<file path="src/rtl/ila_uart_pkg.sv">
// Shared definitions for the ILA host UART: receiver state encoding,
// frame width and the default bit period (100 MHz clock at 115200 baud).
package ila_uart_pkg;

  localparam int UART_DATA_WIDTH      = 8;
  localparam int UART_CLOCKS_PER_BAUD = 868;

  typedef enum logic [2:0] {
    RX_IDLE,
    RX_START,
    RX_DATA,
    RX_STOP,
    RX_WAIT_IDLE
  } rx_state_t;

  // Clock count from the start edge to the middle of the start bit.
  function automatic int half_baud(input int clocks_per_baud);
    return clocks_per_baud / 2;
  endfunction

endpackage

</file>
<file path="src/rtl/sync_2ff.sv">
// Two-flop synchroniser for a single asynchronous level. Kept separate so
// ILA probe inputs can reuse the same cell.
module sync_2ff #(
  parameter logic RESET_VAL = 1'b1
) (
  input  logic clk,
  input  logic rst,
  input  logic i_d,
  output logic o_q
);

  logic r_meta;
  logic r_sync;

  // Shift the asynchronous input through two flops; both preset to the idle level.
  always_ff @(posedge clk or posedge rst) begin
    if (rst) begin
      r_meta <= RESET_VAL;
      r_sync <= RESET_VAL;
    end else begin
      r_meta <= i_d;
      r_sync <= r_meta;
    end
  end

  assign o_q = r_sync;

endmodule

</file>
<file path="src/rtl/ila_uart_rx.sv">
// UART 8N1 receiver feeding the ILA command decoder. Bytes are offered on a
// valid/ready holding register; bad stop bits and bytes that arrive while the
// holding register is still full are reported as single-cycle pulses.
module ila_uart_rx
  import ila_uart_pkg::*;
#(
  parameter int CLOCKS_PER_BAUD = UART_CLOCKS_PER_BAUD,
  parameter int DATA_WIDTH      = UART_DATA_WIDTH
) (
  input  logic                  clk,
  input  logic                  rst,
  input  logic                  rxd,
  output logic [DATA_WIDTH-1:0] data_o,
  output logic                  valid_o,
  input  logic                  ready_i,
  output logic                  frame_err_o,
  output logic                  overrun_o
);

  localparam int CNT_W = $clog2(CLOCKS_PER_BAUD);
  localparam int BIT_W = $clog2(DATA_WIDTH);

  localparam logic [CNT_W-1:0] CNT_ONE   = CNT_W'(1);
  localparam logic [CNT_W-1:0] BAUD_LAST = CNT_W'(CLOCKS_PER_BAUD - 1);
  localparam logic [CNT_W-1:0] HALF_LAST = CNT_W'(half_baud(CLOCKS_PER_BAUD) - 1);
  localparam logic [BIT_W-1:0] BIT_ONE   = BIT_W'(1);
  localparam logic [BIT_W-1:0] BIT_LAST  = BIT_W'(DATA_WIDTH - 1);

  // Reject parameter values the counters cannot represent correctly.
  if (CLOCKS_PER_BAUD < 4) begin : g_bad_baud
    $error("ila_uart_rx: CLOCKS_PER_BAUD must be at least 4");
  end
  if (DATA_WIDTH != 8) begin : g_bad_width
    $error("ila_uart_rx: only 8-bit frames are supported");
  end

  rx_state_t             r_state;
  logic [CNT_W-1:0]      r_baud_cnt;
  logic [BIT_W-1:0]      r_bit_idx;
  logic [DATA_WIDTH-1:0] r_shift;
  logic                  r_frame_err;
  logic [DATA_WIDTH-1:0] r_data;
  logic                  r_valid;
  logic                  r_overrun;

  logic w_rxd_s;
  logic w_mid_bit;
  logic w_deliver;

  sync_2ff #(
    .RESET_VAL (1'b1)
  ) u_sync (
    .clk (clk),
    .rst (rst),
    .i_d (rxd),
    .o_q (w_rxd_s)
  );

  assign w_mid_bit = (r_baud_cnt == BAUD_LAST);
  // A good stop bit hands the assembled byte to the holding register.
  assign w_deliver = (r_state == RX_STOP) && w_mid_bit && w_rxd_s;

  // Frame sequencer: start-bit qualification, mid-bit timing, stop-bit check.
  always_ff @(posedge clk or posedge rst) begin
    if (rst) begin
      r_state     <= RX_IDLE;
      r_baud_cnt  <= '0;
      r_bit_idx   <= '0;
      r_frame_err <= 1'b0;
    end else begin
      r_frame_err <= 1'b0;
      case (r_state)
        RX_IDLE: begin
          if (!w_rxd_s) begin
            r_state    <= RX_START;
            r_baud_cnt <= '0;
          end
        end
        RX_START: begin
          if (r_baud_cnt == HALF_LAST) begin
            r_baud_cnt <= '0;
            r_bit_idx  <= '0;
            // A line that is high again at mid start bit was only a glitch.
            r_state    <= w_rxd_s ? RX_IDLE : RX_DATA;
          end else begin
            r_baud_cnt <= r_baud_cnt + CNT_ONE;
          end
        end
        RX_DATA: begin
          if (w_mid_bit) begin
            r_baud_cnt <= '0;
            if (r_bit_idx == BIT_LAST) begin
              r_state <= RX_STOP;
            end else begin
              r_bit_idx <= r_bit_idx + BIT_ONE;
            end
          end else begin
            r_baud_cnt <= r_baud_cnt + CNT_ONE;
          end
        end
        RX_STOP: begin
          if (w_mid_bit) begin
            r_baud_cnt <= '0;
            if (w_rxd_s) begin
              r_state <= RX_IDLE;
            end else begin
              r_frame_err <= 1'b1;
              r_state     <= RX_WAIT_IDLE;
            end
          end else begin
            r_baud_cnt <= r_baud_cnt + CNT_ONE;
          end
        end
        RX_WAIT_IDLE: begin
          // Hold off re-arming until the line has returned high (break).
          if (w_rxd_s) begin
            r_state <= RX_IDLE;
          end
        end
        default: begin
          r_state <= RX_IDLE;
        end
      endcase
    end
  end

  // Data shift register, LSB first; contents only matter once a frame completes.
  always_ff @(posedge clk) begin
    if ((r_state == RX_DATA) && w_mid_bit) begin
      r_shift <= {w_rxd_s, r_shift[DATA_WIDTH-1:1]};
    end
  end

  // Single-entry holding register toward the command decoder, with overrun detect.
  always_ff @(posedge clk or posedge rst) begin
    if (rst) begin
      r_data    <= '0;
      r_valid   <= 1'b0;
      r_overrun <= 1'b0;
    end else begin
      r_overrun <= 1'b0;
      if (w_deliver) begin
        if (!r_valid || ready_i) begin
          r_data  <= r_shift;
          r_valid <= 1'b1;
        end else begin
          r_overrun <= 1'b1;
        end
      end else if (r_valid && ready_i) begin
        r_valid <= 1'b0;
      end
    end
  end

  assign data_o      = r_data;
  assign valid_o     = r_valid;
  assign frame_err_o = r_frame_err;
  assign overrun_o   = r_overrun;

endmodule
</file>
<file path="config.mk">
export PLATFORM = sky130hd
export DESIGN_NAME = ila_uart_rx
export DESIGN_NICKNAME = d
export VERILOG_FILES = /design/src/rtl/ila_uart_pkg.sv /design/src/rtl/sync_2ff.sv /design/src/rtl/ila_uart_rx.sv
export SDC_FILE = /design/constraint.sdc
export NUM_CORES = 1
export LEC_CHECK = 0
export ABC_AREA = 1
export CORE_ASPECT_RATIO = 1.4
export CORE_MARGIN = 10
export CORE_UTILIZATION = 45
export DETAILED_ROUTE_END_ITERATION = 12
export PLACE_DENSITY_LB_ADDON = 0.15
export SETUP_SLACK_MARGIN = 0.15
export SLEW_MARGIN = 20
export SYNTH_ARGS = -nofsm -noshare
export SYNTH_HDL_FRONTEND = slang
export SYNTH_SLANG_ARGS = --single-unit
</file>
<file path="constraint.sdc">
create_clock -name clk -period 1.68 [get_ports clk]
set_input_delay 0.252 -clock clk [delete_from_list [all_inputs] [get_ports clk]]
set_output_delay 0.252 -clock clk [all_outputs]
set_load 0.02 [all_outputs]
</file>
* After elaboration in Yosys (flattened, before gate mapping)
Cells that the tools add are included.
** Storage, ports and cells
- Flip-flop bits (word level) :: 37
- Bits in latches :: 0
- Memory bits (writable) :: 0
- Bits in read-only memories :: 0
- Input port bits :: 4
- Memories :: 0
** Operators by class
- Add/subtract/negate cells :: 2
- Multiply operators :: 0
- Div/mod/pow operators :: 0
- $lt $le $gt $ge :: 0
- Equality and inequality tests :: 15
- Shifts and indexed selects :: 0
- Multiplexer cells :: 25
- Bitwise operators :: 0
- Reductions and logical operators :: 16
** Operators by type and width (number)
- two-way mux 10 bit :: 3
- two-way mux 3 bit :: 10
- case mux 10 bit (3 select lines) :: 1
- case mux 3 bit (5 select lines) :: 1
- != test 2 bit (second input constant) :: 6
- adder 10 x 1 -> 10 bit (second input constant) :: 1
- == test 10 bit (second input constant) :: 1
- == test 10 x 9 -> 1 bit (second input constant) :: 1
- two-way mux 1 bit :: 8
- == test 3 x 2 -> 1 bit (second input constant) :: 2
- == test 3 bit (second input constant) :: 2
- case mux 3 bit (2 select lines) :: 1
- AND reduction 2 bit :: 3
- AND reduction 6 bit :: 1
- logical AND 1 bit :: 4
- != test 2 x 1 -> 1 bit (second input constant) :: 2
- AND reduction 4 bit :: 1
- nonzero test 2 bit :: 2
- adder 3 x 1 -> 3 bit (second input constant) :: 1
- == test 3 x 1 -> 1 bit (second input constant) :: 1
- zero test 3 bit :: 1
- nonzero test 3 bit :: 1
- two-way mux 2 bit :: 1
- OR reduction 2 bit :: 1
- other kinds (2) :: 2

* Depth between registers and ports, before layout
- Depth after elaboration :: 5
- Gate-level depth with buffers :: 9

* By module
From an unflattened synthesis, not the netlist that was laid out.
** Second synthesis, totals
- Cell total of the unflattened synthesis :: 222
- Area total of the unflattened synthesis :: 1889.3 um^2
** Modules (own cells, without submodules)
- ila_uart_rx :: instances 1, cells an instance 219, area an instance 1833.0 um^2
- sync_2ff :: instances 1, cells an instance 3, area an instance 56.3 um^2

* Least setup slack after synthesis
OpenSTA, ideal clock, no wires.
- Path type :: reg2reg
- Start point :: register r_baud_cnt[0]
- End point :: register r_shift[0] (enable)
- Setup time :: 0.370 ns
- Arrival time :: 1.287 ns
- Slack :: 0.023 ns
- Cell stages (with the launch flop) :: 6
- Path buffers :: 0
- Clock period less this slack :: 1.657 ns
- Cells stage by stage :: dfrtp_1 -> ha_1 -> nand3_1 -> inv_1 -> nand3_2 -> nor2_1
** On the way
- Word-level cells in the longest chain between the ends :: 2
** RTL lines
- from (decl) :: RTL line ila_uart_rx.sv:38 : logic [CNT_W-1:0] r_baud_cnt;
- from (signal assigned) :: RTL line ila_uart_rx.sv:86 : r_baud_cnt <= r_baud_cnt + CNT_ONE;
- from (signal assigned) :: RTL line ila_uart_rx.sv:98 : r_baud_cnt <= r_baud_cnt + CNT_ONE;
- from (signal assigned) :: RTL line ila_uart_rx.sv:111 : r_baud_cnt <= r_baud_cnt + CNT_ONE;
- == test 10 bit :: RTL line ila_uart_rx.sv:59 : assign w_mid_bit = (r_baud_cnt == BAUD_LAST);
- logical AND 1 bit :: RTL line ila_uart_rx.sv:129 : if ((r_state == RX_DATA) && w_mid_bit) begin
- to (signal assigned) :: RTL line ila_uart_rx.sv:130 : r_shift <= {w_rxd_s, r_shift[DATA_WIDTH-1:1]};
- to (decl) :: RTL line ila_uart_rx.sv:40 : logic [DATA_WIDTH-1:0] r_shift;
Every way passes these cells.
A chain may end at the register's enable or synchronous reset.

* Final worst setup path
- Start point :: register r_data[7], in the netlist data_o[7]
- End point :: output port data_o[7]
** RTL lines
- from (decl) :: RTL line ila_uart_rx.sv:42 : logic [DATA_WIDTH-1:0] r_data;
- from (signal assigned) :: RTL line ila_uart_rx.sv:144 : r_data <= r_shift;
- to (decl) :: RTL line ila_uart_rx.sv:13 : output logic [DATA_WIDTH-1:0] data_o,
No word-level cell between the ends.

==> qor_table.md <==
| Metric | Value | Unit |
|---|---|---|
| Run status | completed | - |
| Critical path type | reg2out | - |
| Buf/Inv on CP | 1 | - |
| NumNets Final | 275 | - |
| Ys Warns | 0 | - |
| Post-route cell area | 0.00246 | mm^2 |
| Clock Pin Slew Worst Setup and Hold Paths | 0.07 | ns |
| Min Tclk post-route | 1.50 | ns |
| H-tree lvl count | 2 | - |
| Commonest non-fill, non-tap cell in the layout | sky130_fd_sc_hd__nand2_1 | - |
| Critical Path Fanout Max | 2 | - |
| Antenna violation net count after detailed routing | 0 | - |
| Hold Crit Class | in2async | - |
| Count of endpoints failing hold in the final timing report | 0 | - |
| Setup repair after global routing missed its margin | yes | - |
| Netlist area before placement | 0.00190 | mm^2 |
| Clk sink count | 37 | - |
| Number of cells in the design after placement | 291 | - |
| CTS tree | done | - |
| Remaining DRCs | 0 | - |
| Post-synth top area share | 0.355 | - |
| Number of cell rows | 27 | - |
| Initial Util | 0.473 | - |
| CP peak stage delay | 0.61 | ns |
| I/O Pins | 15 | - |
| Overall die area | 0.00727 | mm^2 |
| Ant diodes | 0 | - |
| Count of filler cells inserted in the layout | 346 | - |
| Endpoint required time on the critical path | 1.43 | ns |
| Crit-path cells | clkdlybuf4s50_1 | - |
| Worst vdd ir | 0.502 | mV |
| HPWL after detailed placement | 2.89 | mm |
| #FFs+latches synth | 37 | - |
| Slew Viols, Final | 0 | - |
| Placed Instance Area | 0.00214 | mm^2 |
| Via count of the first global-routing pass | 1,498 | - |
| Relative max-transition margin | 0.759 | - |
| Highest-count cells in the layout ignoring fill and taps | 63 x sky130_fd_sc_hd__nand2_1, 25 x sky130_fd_sc_hd__nor2_1, 25 x sky130_fd_sc_hd__dfrtp_1 | - |
| Detailed-routing iteration count for the pre-antenna-repair pass | 4 | - |
| Share of flip-flops with an asynchronous set or reset after synthesis | 0.784 | - |
| Clock buffer count from CTS | 5 | - |
| Worst setup skew after layout | 0.00663 | ns |
| Post-synth top area cell | sky130_fd_sc_hd__dfrtp_1 | - |
| Final total negative setup slack | 0 | ns |
| Initial antenna violation count | 0 | - |
| Sort of element at the end of the critical path | primary output | - |
| Count of unique library cells instantiated by Yosys | 29 | - |
| Predominant post-synthesis flop cell | sky130_fd_sc_hd__dfrtp_1 | - |
| Horizontal die dimension | 75.0 | um |
| Number of enable-type register cells in the synthesized netlist | 8 | - |
| Non-Filler Instances | 311 | - |
| Main area contributors after synthesis | sky130_fd_sc_hd__dfrtp_1 36%, sky130_fd_sc_hd__nand2_1 14%, sky130_fd_sc_hd__edfxtp_1 13%, sky130_fd_sc_hd__nand3_1 5.5%, sky130_fd_sc_hd__nor2_1 5.3% | - |
| First-pass GRT wire length | 6.58 | mm |
| Slack of the critical path | 0.179 | ns |
| Number of design-rule violations left by the first detailed-router iteration | 86 | - |
| Syn-to-layout area delta | 29.3 | % |
| Startpoint type of the worst setup path | register | - |
| Die height | 96.9 | um |
| Top cell family by delay on the critical path | buffers and inverters | - |
| Crit share post-route | 0.893 | - |
| Number of setup violations in the final report | 0 | - |
| Worst Tran Pin Value | 0.362 | ns |
| Post-detailed-route wirelength per cell | 12.8 | um |
| Detailed Route WL | 3.99 | mm |
| Power density of the placed cells | 686 | mW/mm^2 |
| Deepest clock path buffer count | 2 | - |
| Aggregate global routing overflow | 0 | - |
| Library cell used as clock root buffer | sky130_fd_sc_hd__clkbuf_8 | - |
| Total via count after detailed routing | 1,586 | - |
| Peak clock frequency supported by timing | 0.666 | GHz |
| Fraction of final layout cells sized beyond drive strength 1 | 0.239 | - |
| Hold Buf Count CTS | 0 | - |
| Maximum capacitance violations | 0 | - |
| Library cell contributing the largest single delay on the critical path | sky130_fd_sc_hd__clkdlybuf4s50_1 | - |
| Placeable core area | 0.00402 | mm^2 |
| Number of vias per cell | 5.10 | - |
| Total nets after synthesis | 237 | - |
| Data arrival time of the critical path | 1.25 | ns |
| Avg Synthesized Cell Area | 8.31 | um^2 |
| Number of cells produced by synthesis | 229 | - |
| Part of the Yosys area used for sequential elements | 0.509 | - |
| Pre-CTS setup slack | 0.0983 | ns |
| Final RePlAce weighted congestion | 0.875 | - |
| Cell leakage power | 1.24 | nW |
| Buffers added on ports | 14 | - |
| Largest net degree at the start of global routing | 30 | - |
| Total GRT Usage | 0.113 | - |
| Clock network latency to the later pin of the worst-skew pair | 0.29 | ns |
## state kept, by name (all words and copies together), names as in the netlist
register	cells
valid_o	1
u_sync.r_meta	1
r_shift	8
overrun_o	1
data_o	8
r_baud_cnt	10
frame_err_o	1
u_sync.o_q	1
r_bit_idx	3
r_state	3
## metrics by stage
step | power, mW | utilization | hold WS, ns
CTS | 1.72 | 0.562 | 0.334
global placement | 0.967 | 0.533 | 0.347
global route | 1.76 | 0.612 | 0.361
finish | 1.69 | 0.612 | 0.324
detailed placement | 0.966 | 0.533 | 0.347
floorplan | 0.953 | - | 0.256
## logic make-up after synthesis
| group | Yosys count | share of synthesized area |
|---|---|---|
| compound gates | 8 | 0.0322 |
| xor+xnor | 1 | 0.00460 |
| fa+ha+maj | 4 | 0.0263 |
| buf+inv | 29 | 0.0585 |
| flops | 37 | 0.509 |
| simple gates | 150 | 0.369 |
## power breakdown
group          total (mW)  switching [mW]  internal [mW]
registers           0.922         0.00342          0.919
logic              0.0252          0.0167        0.00856
clock network       0.740           0.303          0.436
## per-layer routing
layer	global-route usage	vias up	wire length, um
li1	-	828	-
met1	0.125	723	1650
met2	0.188	26	2090
met3	0.0245	9	134
met4	0.0669	0	112
met5	0	-	0
## cells in the mapped netlist, drive strengths merged, types with 2 or more instances
cell type	n
dfrtp	27
nor3	3
nand2	74
ha	4
nor2	33
nand4	16
dfstp	2
edfxtp	8
nand3	23
inv	28
o21ai	3
## final timing paths
path / from / slack [ns] / to / cells after the start
worst min register to register: u_sync.r_meta / 0.36 / u_sync.o_q / 0
min in group clk: u_sync.r_meta / 0.36 / u_sync.o_q / 0
max in group asynchronous: rst / 1.04 / u_sync.o_q / 3
worst min-delay path: rst / 0.32 / valid_o / 3
worst max register to register: r_baud_cnt[1] / 0.22 / r_baud_cnt[0] / 8
worst max-delay path: data_o[7] / 0.18 / data_o[7] / 1
## layout make-up
type,instances,area [um^2],share of cell area
clock inverter,3,41.3,0.0168
sequential,37,971,0.395
timing repair buffer,32,292,0.119
tap,43,53.8,0.0219
inverter,28,113,0.0458
multi-input combinational,163,921,0.374
clock buffer,5,68.8,0.0280
## what timing repair did
item,4_1_cts,5_1_grt
pin swaps,0,11
cloned,0,0
hold endpoints to repair,0,0
resized for setup,0,36
setup endpoints to repair,19,33
setup buffers,1,11
Power figures use the tool's default switching activity.
